$ cat config.mk
export PLATFORM = sky130hd
export DESIGN_NAME = peripheral_div
export DESIGN_NICKNAME = d
export VERILOG_FILES = /design/src/rtl/peripheral_div.sv
export SDC_FILE = /design/constraint.sdc
export NUM_CORES = 1
export LEC_CHECK = 0
export CAP_MARGIN = 0
export CORE_ASPECT_RATIO = 0.9
export CORE_MARGIN = 8
export CORE_UTILIZATION = 45
export CTS_CLUSTER_DIAMETER = 30
export CTS_CLUSTER_SIZE = 10
export DETAILED_ROUTE_END_ITERATION = 16
export PLACE_DENSITY = 0.66
export SYNTH_ARGS = -nofsm -noshare
export SYNTH_HDL_FRONTEND = slang
export SYNTH_SLANG_ARGS = --single-unit
$ cat constraint.sdc
create_clock -name clk -period 4 [get_ports clk]
set_clock_uncertainty 0.05 [all_clocks]
set_input_delay 0.8 -clock clk [delete_from_list [all_inputs] [get_ports clk]]
set_output_delay 0.8 -clock clk [all_outputs]
set_load 0.03 [all_outputs]
$ cat src/rtl/peripheral_div.sv
// Memory-mapped 16-bit unsigned divider peripheral.
// Uses restoring shift-subtract, one quotient bit per clock, MSB first.
module peripheral_div (
  input  logic        clk,
  input  logic        rst,
  input  logic [15:0] d_in,
  input  logic        cs,
  input  logic [4:0]  addr,
  input  logic        rd,
  input  logic        wr,
  output logic [31:0] d_out
);

  typedef enum logic {
    IDLE = 1'b0,
    BUSY = 1'b1
  } state_t;

  localparam logic [4:0] ADDR_A      = 5'h04;
  localparam logic [4:0] ADDR_B      = 5'h08;
  localparam logic [4:0] ADDR_INIT   = 5'h0C;
  localparam logic [4:0] ADDR_RESULT = 5'h10;
  localparam logic [4:0] ADDR_DONE   = 5'h14;

  state_t      state_r, state_nxt_s;
  logic [15:0] a_r, b_r;
  logic [15:0] op_a_r, op_b_r;
  logic [15:0] quo_r, rem_r;
  logic [3:0]  cnt_r;
  logic [31:0] result_r;
  logic        done_r;
  logic [31:0] d_out_r;

  logic        wr_en_s, rd_en_s, init_wr_s;
  logic        start_s, finish_s;
  logic [16:0] trial_s;
  logic        ge_s;
  logic [15:0] rem_nxt_s, quo_nxt_s;
  logic [31:0] rd_data_s;

  assign wr_en_s   = cs & wr;
  assign rd_en_s   = cs & rd;
  assign init_wr_s = wr_en_s & (addr == ADDR_INIT) & d_in[0];
  assign d_out     = d_out_r;

  // Next-state decode: start only from IDLE, finish after the 16th step.
  always_comb begin
    state_nxt_s = state_r;
    start_s     = 1'b0;
    finish_s    = 1'b0;
    case (state_r)
      IDLE: begin
        if (init_wr_s) begin
          state_nxt_s = BUSY;
          start_s     = 1'b1;
        end else begin
          state_nxt_s = IDLE;
        end
      end
      BUSY: begin
        if (cnt_r == 4'd15) begin
          state_nxt_s = IDLE;
          finish_s    = 1'b1;
        end else begin
          state_nxt_s = BUSY;
        end
      end
      default: begin
        state_nxt_s = IDLE;
      end
    endcase
  end

  // One restoring step; with a zero divisor every trial succeeds, giving
  // an all-ones quotient and the dividend as remainder.
  always_comb begin
    trial_s   = {rem_r, op_a_r[15]};
    ge_s      = (trial_s >= {1'b0, op_b_r});
    rem_nxt_s = trial_s[15:0];
    if (ge_s) begin
      rem_nxt_s = trial_s[15:0] - op_b_r;
    end else begin
      rem_nxt_s = trial_s[15:0];
    end
    quo_nxt_s = {quo_r[14:0], ge_s};
  end

  // Read data selection from current (pre-update) register values.
  always_comb begin
    rd_data_s = 32'd0;
    case (addr)
      ADDR_A:      rd_data_s = {16'd0, a_r};
      ADDR_B:      rd_data_s = {16'd0, b_r};
      ADDR_RESULT: rd_data_s = result_r;
      ADDR_DONE:   rd_data_s = {31'd0, done_r};
      default:     rd_data_s = 32'd0;
    endcase
  end

  // FSM state register.
  always_ff @(posedge clk) begin
    if (rst) begin
      state_r <= IDLE;
    end else begin
      state_r <= state_nxt_s;
    end
  end

  // Bus-visible registers: operands, result, done flag and read data.
  always_ff @(posedge clk) begin
    if (rst) begin
      a_r      <= 16'd0;
      b_r      <= 16'd0;
      result_r <= 32'd0;
      done_r   <= 1'b0;
      d_out_r  <= 32'd0;
    end else begin
      if (wr_en_s && (addr == ADDR_A)) begin
        a_r <= d_in;
      end
      if (wr_en_s && (addr == ADDR_B)) begin
        b_r <= d_in;
      end
      if (rd_en_s) begin
        d_out_r <= rd_data_s;
      end
      if (start_s) begin
        done_r <= 1'b0;
      end else if (finish_s) begin
        done_r   <= 1'b1;
        result_r <= {rem_nxt_s, quo_nxt_s};
      end
    end
  end

  // Division working registers, operands latched at start.
  always_ff @(posedge clk) begin
    if (rst) begin
      op_a_r <= 16'd0;
      op_b_r <= 16'd0;
      quo_r  <= 16'd0;
      rem_r  <= 16'd0;
      cnt_r  <= 4'd0;
    end else if (start_s) begin
      op_a_r <= a_r;
      op_b_r <= b_r;
      quo_r  <= 16'd0;
      rem_r  <= 16'd0;
      cnt_r  <= 4'd0;
    end else if (state_r == BUSY) begin
      op_a_r <= {op_a_r[14:0], 1'b0};
      quo_r  <= quo_nxt_s;
      rem_r  <= rem_nxt_s;
      cnt_r  <= cnt_r + 4'd1;
    end
  end

endmodule

==> impl_metrics.json, run 1 <==
{
  "layout.area.seq_mm2": 0.003304,
  "finalSetupViolCount": 0,
  "top_layer": "met4",
  "slew_violations": 0,
  "vias": 6103,
  "placed_area_mm2": 0.007906,
  "drt-pass1-iter-count": 10,
  "synth_common_cells": "dfxtp_1, nand2_1, a21oi_1, nor2_1, clkbuf_1",
  "start_util": 0.4538,
  "p_leak_nw": 2.889,
  "die_w_um": 149.5,
  "grt_max_degree": 71,
  "yosysSeqAreaShare": 0.4575,
  "hold_viol_final": 0,
  "via_per_inst": 5.368,
  "io_buffers": 57,
  "status": "finished clean",
  "grt_pass1_wl_um": 29840,
  "crit_arrival_ns": 3.09,
  "period_needed_ns": 2.867,
  "synthCells": 887,
  "clock_latency_ns": 0.42,
  "grt-ovfl-total": 0,
  "drt-initial-drc-count": 505,
  "detail_route.wirelength_um": 18480,
  "synth_area_leaders": "dfxtp_1, a21oi_1, nand2_1",
  "relSlewSlack": 0.2602,
  "drc": 0,
  "required_ns": 4.22,
  "drv_cap": 0,
  "yosys.area.top_type_share": 0.4575,
  "synth_edf_count": 0,
  "syn_avg_cell_area_um2": 8.141,
  "cts_hold_buffers": 0,
  "hp-class": "flip-flop to flip-flop",
  "die_y_um": 136.2,
  "gp_congestion": 0.8845,
  "multi_input_area_mm2": 0.003595,
  "yosys_register_bits": 165,
  "n_antenna_cell": 0,
  "ys.flop_type": "dfxtp_1",
  "cts_tree": "yes",
  "fill_cells": 1540,
  "io_pins": 58,
  "wire_per_inst_um": 16.25,
  "fp-row-count": 44,
  "finish.instance_area_mm2": 0.008496,
  "ys_types": 57,
  "critPathKind": "input port to flip-flop",
  "synth_warnings": 0,
  "synth-async-reset-ratio": 0,
  "wl_met2_um": 8613,
  "cts_num_sinks": 165,
  "ant_nets": 0,
  "clockBufferDepth": 2,
  "antenna_found_initial": 0,
  "final_nets": 961,
  "grt_usage": 0.1849,
  "r2r_start": "op_b_r[12]",
  "crit_path_end_kind": "flip-flop",
  "dp_hpwl_um": 12900,
  "syn2layout_area_growth_pct": 17.66,
  "final_cells": 1137,
  "ctsRootBufferMaster": "clkbuf_16",
  "min_from": "d_out[23]",
  "place_inst": 1105,
  "dieArea_mm2": 0.02036,
  "peakVddDrop_mv": 0.3697,
  "power.total_mw": 3.386,
  "grt_pass1_vias": 5596,
  "synthesis.area_mm2": 0.007221,
  "crit_path_start": "addr[3]",
  "path_clk_slew_ns": 0.06,
  "fin_setup_tns_ns": 0,
  "layout-drive-gt1-share": 0.06667,
  "postCtsResizedCells": 0,
  "worstMarginPinSlew_ns": 1.107,
  "cts_buffers": 17,
  "min_period_over_period": 0.7168,
  "fmax_ghz": 0.3488,
  "rsz0062_at_grt": "no",
  "synth_nets": 931,
  "cts_max_level": 4,
  "cts_setup_buffers": 0,
  "cp-start-kind": "input port",
  "wl_met3_um": 855,
  "wl_met1_um": 8756,
  "crit_fanout": 17,
  "power_density_mw_per_mm2": 398.5,
  "core_mm2": 0.01591,
  "yosys.area.top_type": "dfxtp_1"
}
## sequential cells by signal, indices dropped and copies added, names as in the netlist
name      cells
a_r          16
b_r          16
done_r        1
state_r       1
quo_r        15
cnt_r         4
rem_r        16
d_out        32
op_b_r       16
op_a_r       16
result_r     32
## critical path, cell delays in order
cell and delay, ns:
clkdlybuf4s50_1 0.55, nor2b_1 0.22, and3b_1 0.61, nand3_1 0.60
nand2_1 0.22, a21oi_1 0.08
## layer usage
layer | GRT usage | vias up
li1 | - | 3127
met1 | 0.2458 | 2817
met2 | 0.2983 | 140
met3 | 0.03794 | 19
met4 | 0.05098 | 0
met5 | 0 | -
## cell usage in the layout, fill, tap and decap left out, drive strengths merged, types with 15 or more instances in the layout
master,instances
o21ai,26
clkdlybuf4s50,56
nand2,165
a222oi,15
nand3,30
ha,17
clkbuf,19
mux2i,40
a21oi,149
inv,28
nor2,99
dfxtp,165
## power by group
| part | switching, mW | internal (mW) |
|---|---|---|
| Combinational | 0.0741 | 0.0405 |
| Sequential | 0.00219 | 1.64 |
| Clock | 0.679 | 0.946 |
| Total | 0.755 | 2.63 |
## path summary, 6_finish.rpt
| check | cells past startpoint | slack [ns] | end |
|---|---|---|---|
| worst max-delay path | 6 | 1.13 | b_r[13] |
| worst min register to register | 2 | 0.40 | d_out[23] |
| worst max register to register | 9 | 1.15 | rem_r[3] |
| worst min-delay path | 2 | 0.40 | d_out[23] |
## cell type report
type                    count  area share
repair buffers             69     0.07747
flip-flops and latches    165      0.3890
well taps                 207     0.03049
multi-input cells         640      0.4231
inverters                  24     0.01060
clock buffers              19     0.05214
clock inverters            13     0.01723
## stage by stage
stage	utilization	setup WS, ns	hold WS (ns)
global placement	0.4969	0.7816	0.3890
detailed placement	0.4969	0.6998	0.3934
CTS	0.5340	1.136	0.4023
floorplan	-	1.701	0.3812
global route	0.5340	0.9332	0.4175
finish	0.5340	1.133	0.3973
## cell families after synthesis
logic type | after synthesis | synth area share
AOI/OAI and AO/OA | 230 | 0.1932
DFF | 165 | 0.4575
and+or+nand+nor | 335 | 0.1956
buffers and inverters | 82 | 0.04540
xor gates and xnor gates | 17 | 0.02062
adders and majority gates | 18 | 0.03223
muxes | 40 | 0.05545
Power figures use the tool's default switching activity.
==> inputs of run 2 (changes only) <==
--- a/config.mk
+++ b/config.mk
@@ -12,7 +12,7 @@
 export CTS_CLUSTER_DIAMETER = 30
 export CTS_CLUSTER_SIZE = 10
 export DETAILED_ROUTE_END_ITERATION = 16
-export PLACE_DENSITY = 0.66
+export PLACE_DENSITY = 0.69
 export SYNTH_ARGS = -nofsm -noshare
 export SYNTH_HDL_FRONTEND = slang
 export SYNTH_SLANG_ARGS = --single-unit
==> constraint.sdc (replaced) <==
create_clock -name clk -period 2.6 [get_ports clk]
set_clock_uncertainty 0.05 [all_clocks]
set_input_delay 0.52 -clock clk [delete_from_list [all_inputs] [get_ports clk]]
set_output_delay 0.52 -clock clk [all_outputs]
set_load 0.03 [all_outputs]
==> run 2 against run 1 <==
  * Flip-flop and latch count did not move
  * Critical path depth up 4
  * Critical endpoint is now result_r[16]
  * Cell count rose by 2.3%
  * Power up 50%
  * Combinational power up 75%
  * Die area unchanged
  * Sequential share of layout area down 1.0 points
  * Non-clock buffer count increased by 26
  * Via count up 6.0%
==> impl_metrics.json, run 2 (synthesized netlist as in run 1, its figures left out) <==
{
  "dp_hpwl_um": 13200,
  "wire_per_inst_um": 16.78,
  "grt_pass1_vias": 6041,
  "grt_max_degree": 96,
  "die_y_um": 136.2,
  "via_per_inst": 5.564,
  "wl_met1_um": 9065,
  "worst_slack_ns": 0.1893,
  "cp_top_family": "compound AO/OA/AOI/OAI gates",
  "io_buffers": 57,
  "critPathKind": "flip-flop to flip-flop",
  "place_ws_ns": -0.02896,
  "io_pins": 58,
  "cpMostUsedCell": "nor3_1",
  "top_layer": "met4",
  "fin_setup_tns_ns": 0,
  "slew_violations": 0,
  "p_sw_frac": 0.2288,
  "grt_pass1_wl_um": 31340,
  "ant_nets": 0,
  "clockBufferDepth": 2,
  "crit_arrival_ns": 2.74,
  "rsz0062_at_grt": "no",
  "p_leak_nw": 2.999,
  "power_switching_mw": 1.162,
  "status": "finished clean",
  "min_period_over_period": 0.9272,
  "worstMarginPinSlew_ns": 1.016,
  "gp_congestion": 0.8518,
  "drt-pass1-iter-count": 6,
  "n_antenna_cell": 0,
  "cts_tree": "yes",
  "core_mm2": 0.01591,
  "path_clk_slew_ns": 0.07,
  "period_needed_ns": 2.411,
  "drt-initial-drc-count": 630,
  "cts_num_sinks": 165,
  "hold_viol_final": 0,
  "seqPwrFrac": 0.499,
  "clock_latency_ns": 0.43,
  "fp-row-count": 44,
  "grt_usage": 0.1947,
  "power.share.clock": 0.461,
  "critPathSlowestCell": "ha_1",
  "cp_slowest_stage_delay_ns": 0.37,
  "power.total_mw": 5.078,
  "finalSetupViolCount": 0,
  "path_buf_inv": 2,
  "wl_met2_um": 8833,
  "fill_cells": 1505,
  "wl_met3_um": 1209,
  "cts_buffers": 17,
  "dieArea_mm2": 0.02036,
  "cts_max_level": 4,
  "ctsRootBufferMaster": "clkbuf_16",
  "antenna_found_initial": 0,
  "crit_fanout": 5,
  "final_nets": 987,
  "relSlewSlack": 0.3228,
  "cp-start-kind": "flip-flop",
  "peakVddDrop_mv": 0.5254,
  "grt-ovfl-total": 0,
  "die_w_um": 149.5,
  "cell_internal_pwr_mw": 3.917,
  "pwr-share-comb": 0.040,
  "crit_chain": "inv_1, ha_1, o211ai_1, a21oi_2, o21ai_2, a211oi_4, buf_4, nor3_1, nor3_1, o21a_1",
  "post-route-util": 0.5487,
  "power_density_mw_per_mm2": 581.8,
  "vias": 6471,
  "fmax_ghz": 0.4148,
  "layout-drive-gt1-share": 0.1046,
  "crit_path_end_kind": "flip-flop",
  "drv_cap": 0,
  "mostFrequentLayoutCells": "nand2_1, dfxtp_1, a21oi_1, nor2_1, clkdlybuf4s50_1",
  "hp-class": "flip-flop to flip-flop",
  "drc": 0,
  "syn2layout_area_growth_pct": 20.90,
  "detail_route.wirelength_um": 19520,
  "start_util": 0.4538,
  "required_ns": 2.93
}
run 2: cell types whose count changed in the layout (fill, tap and decap cells not counted), moves of 3 or more:
cell	delta
a21oi_1	-3
buf_4	+24
mux2i_2	+5
mux2i_1	-5
a21oi_2	+3
run 2: final timing paths:
kind	startpoint	end	slack, ns	depth (start not counted)
worst max register to register	op_b_r[4]	result_r[16]	0.19	10
worst min register to register	op_b_r[12]	op_b_r[12]	0.40	2
worst min-delay path	op_b_r[12]	op_b_r[12]	0.40	2
worst max-delay path	op_b_r[4]	result_r[16]	0.19	10
run 2: layer usage:
metal | global-route usage | up-vias
li1 | - | 3175
met1 | 0.2572 | 3045
met2 | 0.3058 | 222
met3 | 0.04293 | 29
met4 | 0.07171 | 0
met5 | 0 | -
run 2: final cells by class:
type                            count  area, um^2  share of cell area
Timing Repair Buffer               95       878.3              0.1006
Inverter                           24       90.09             0.01032
Multi-Input combinational cell    640        3650              0.4181
Clock buffer                       23       478.0             0.05475
Tap cell                          207       259.0             0.02967
Clock inverter                      9       70.07            0.008026
Sequential cell                   165        3304              0.3785
run 2: stage by stage:
step,hold WS (ns),std cells,instance area (um^2)
floorplan,0.3812,887,7221
global placement,0.3897,1130,8119
detailed placement,0.3939,1130,8119
CTS,0.4021,1162,8667
global route,0.4221,1163,8730
finish,0.3991,1163,8730
run 2: timing repair:
action | in CTS | in global routing
endpoints found under the setup margin | 0 | 26
gates resized for setup | 0 | 14
setup buffers | 0 | 1
hold buffers | 0 | 0
run 2: power groups by stage:
stage / combinational (mW) / sequential, mW / clock [mW]
6_report: 0.201 / 2.53 / 2.34
5_1_grt: 0.216 / 2.53 / 2.48
4_1_cts: 0.196 / 2.53 / 2.37
3_5_place_dp: 0.195 / 2.59 / 0
3_3_place_gp: 0.195 / 2.59 / 0
2_1_floorplan: 0.0980 / 2.59 / 0
run 2: worst min-delay path, cell delays in order (launching register included):
cell     delay (ns)
dfxtp_1        0.31
nand2_1        0.05
a21oi_1        0.05
==> inputs of run 3 (changes only) <==
--- a/config.mk
+++ b/config.mk
@@ -13,6 +13,8 @@
 export CTS_CLUSTER_SIZE = 10
 export DETAILED_ROUTE_END_ITERATION = 16
 export PLACE_DENSITY = 0.69
+export RECOVER_POWER = 25
+export SETUP_SLACK_MARGIN = 0.3
 export SYNTH_ARGS = -nofsm -noshare
 export SYNTH_HDL_FRONTEND = slang
 export SYNTH_SLANG_ARGS = --single-unit
==> run 3 against run 2 <==
  * Power is 0.47% higher
  * Clock power hardly changed
  * Flip-flop and latch count stayed put
  * Combinational power is 10% higher
  * Design area is 5.1% higher
  * Routed wire length is 5.8% higher
  * Via count is 1.7% higher
  * Worst hold slack hardly changed
  * Critical endpoint is now result_r[31]
  * Largest power group unchanged
==> impl_metrics.json, run 3 (synthesized netlist as in run 1, its figures left out) <==
{
  "power_density_mw_per_mm2": 555.9,
  "die_w_um": 149.5,
  "required_ns": 2.85,
  "grt_pass1_vias": 6111,
  "fp-row-count": 44,
  "cts_buffers": 17,
  "layout-drive-gt1-share": 0.1595,
  "gp_congestion": 0.8518,
  "slew_violations": 0,
  "path_clk_slew_ns": 0.06,
  "path_buf_inv": 3,
  "p_leak_nw": 3.154,
  "relSlewSlack": 0.3242,
  "io_pins": 58,
  "wire_per_inst_um": 17.51,
  "drc": 0,
  "drt-initial-drc-count": 639,
  "layout_commonest_cell": "nand2_1",
  "grt_pass1_wl_um": 31910,
  "drt-pass1-iter-count": 5,
  "grt_max_degree": 96,
  "detail_route.wirelength_um": 20640,
  "peakVddDrop_mv": 0.5284,
  "die_y_um": 136.2,
  "n_antenna_cell": 0,
  "hold_viol_final": 0,
  "grt-ovfl-total": 0,
  "clockBufferDepth": 2,
  "fmax_ghz": 0.4246,
  "clock_latency_ns": 0.43,
  "cts_max_level": 4,
  "cp-start-kind": "flip-flop",
  "finalSetupViolCount": 0,
  "cts_tree": "yes",
  "period_needed_ns": 2.355,
  "ant_nets": 0,
  "cp_slowest_stage_delay_ns": 0.32,
  "whs_ns": 0.3993,
  "final_cells": 1179,
  "mostFrequentLayoutCells": "nand2_1, dfxtp_1, a21oi_1, nor2_1, clkdlybuf4s50_1",
  "cts_hold_buffers": 0,
  "min_period_over_period": 0.9059,
  "crit_path_end_kind": "flip-flop",
  "status": "finished clean",
  "io_buffers": 57,
  "vias": 6582,
  "cp_top_family": "compound AO/OA/AOI/OAI gates",
  "crit_arrival_ns": 2.61,
  "grt_usage": 0.1979,
  "rsz0062_at_grt": "yes",
  "antenna_found_initial": 0,
  "power.total_mw": 5.102,
  "core_mm2": 0.01591,
  "critPathSlowestCell": "dfxtp_2",
  "crit_chain": "inv_1, ha_4, o211ai_1, a21oi_2, o21ai_4, a211oi_4, nor2_4, buf_6, clkbuf_16, a41oi_4, o41ai_4",
  "via_per_inst": 5.583,
  "fin_setup_tns_ns": 0,
  "syn2layout_area_growth_pct": 27.10,
  "start_util": 0.4538,
  "drv_cap": 0,
  "dieArea_mm2": 0.02036,
  "cts_num_sinks": 165,
  "critPathKind": "flip-flop to flip-flop",
  "hp-class": "flip-flop to flip-flop",
  "dp_hpwl_um": 13200,
  "worstMarginPinSlew_ns": 1.014,
  "final_nets": 1003,
  "place_inst": 1130,
  "crit_fanout": 5,
  "ctsRootBufferMaster": "clkbuf_16"
}
==> run 3: cell types whose count changed in the layout (fill, tap and decap cells not counted), moves of 3 or more <==
cell             delta
a21oi_2             +3
a21oi_1             -5
ha_4               +10
buf_4               +7
dfxtp_2             +7
ha_1                -8
dlygate4sd3_1       +5
buf_6               +4
mux2i_4             +4
mux2i_1             -4
clkdlybuf4s50_1     -5
dfxtp_1             -9
==> run 3: timing repair <==
action / CTS / global route
resized for setup: 27 / 54
pin swaps: 3 / 20
buffers inserted: 2 / 14
endpoints found under the setup margin: 30 / 44
gates cloned: 0 / 1
==> run 3: metrics by stage <==
stage	utilization	setup WS [ns]	instance area, um^2
after floorplan	-	0.3526	7221
after global placement	0.5103	0.01230	8119
after detailed placement	0.5103	-0.02896	8119
after CTS	0.5552	0.2875	8833
after global routing	0.5768	0.1393	9178
final	0.5768	0.2446	9178
==> run 3: power breakdown <==
group / leakage, nW / total (mW) / internal, mW / switching [mW]
sequential: 1.33 / 2.53 / 2.53 / 0.00364
combinational: 1.56 / 0.222 / 0.0914 / 0.130
clock: 0.257 / 2.35 / 1.31 / 1.04
total: 3.15 / 5.10 / 3.93 / 1.18
==> run 3: final cells by class <==
class | count | area [um^2]
multi-input cells | 640 | 3935
inverters | 24 | 90.09
flip-flops and latches | 165 | 3321
well taps | 207 | 259.0
fillers | 1447 | 6733
clock inverters | 9 | 70.07
repair buffers | 111 | 1025
clock buffers | 23 | 478.0
==> run 3: final timing paths <==
kind	start	endpoint	slack, ns	cells past startpoint
max	op_b_r[4]	result_r[31]	0.24	11
min	d_out[23]	d_out[23]	0.40	2
min reg2reg	d_out[23]	d_out[23]	0.40	2
max reg2reg	op_b_r[4]	result_r[31]	0.24	11
==> run 3: worst min-delay path: stages (launching register included) <==
cell and delay, ns:
dfxtp_1 0.31, nand2_1 0.05, a21oi_1 0.05
==> run 3: metal layers <==
| layer | global-route usage | wire [um] | up-vias |
|---|---|---|---|
| met5 | 0 | 0 | - |
| met4 | 0.07339 | 559 | 0 |
| met3 | 0.04426 | 1067 | 50 |
| met2 | 0.3133 | 9536 | 210 |
| met1 | 0.2589 | 9478 | 3119 |
| li1 | - | - | 3203 |
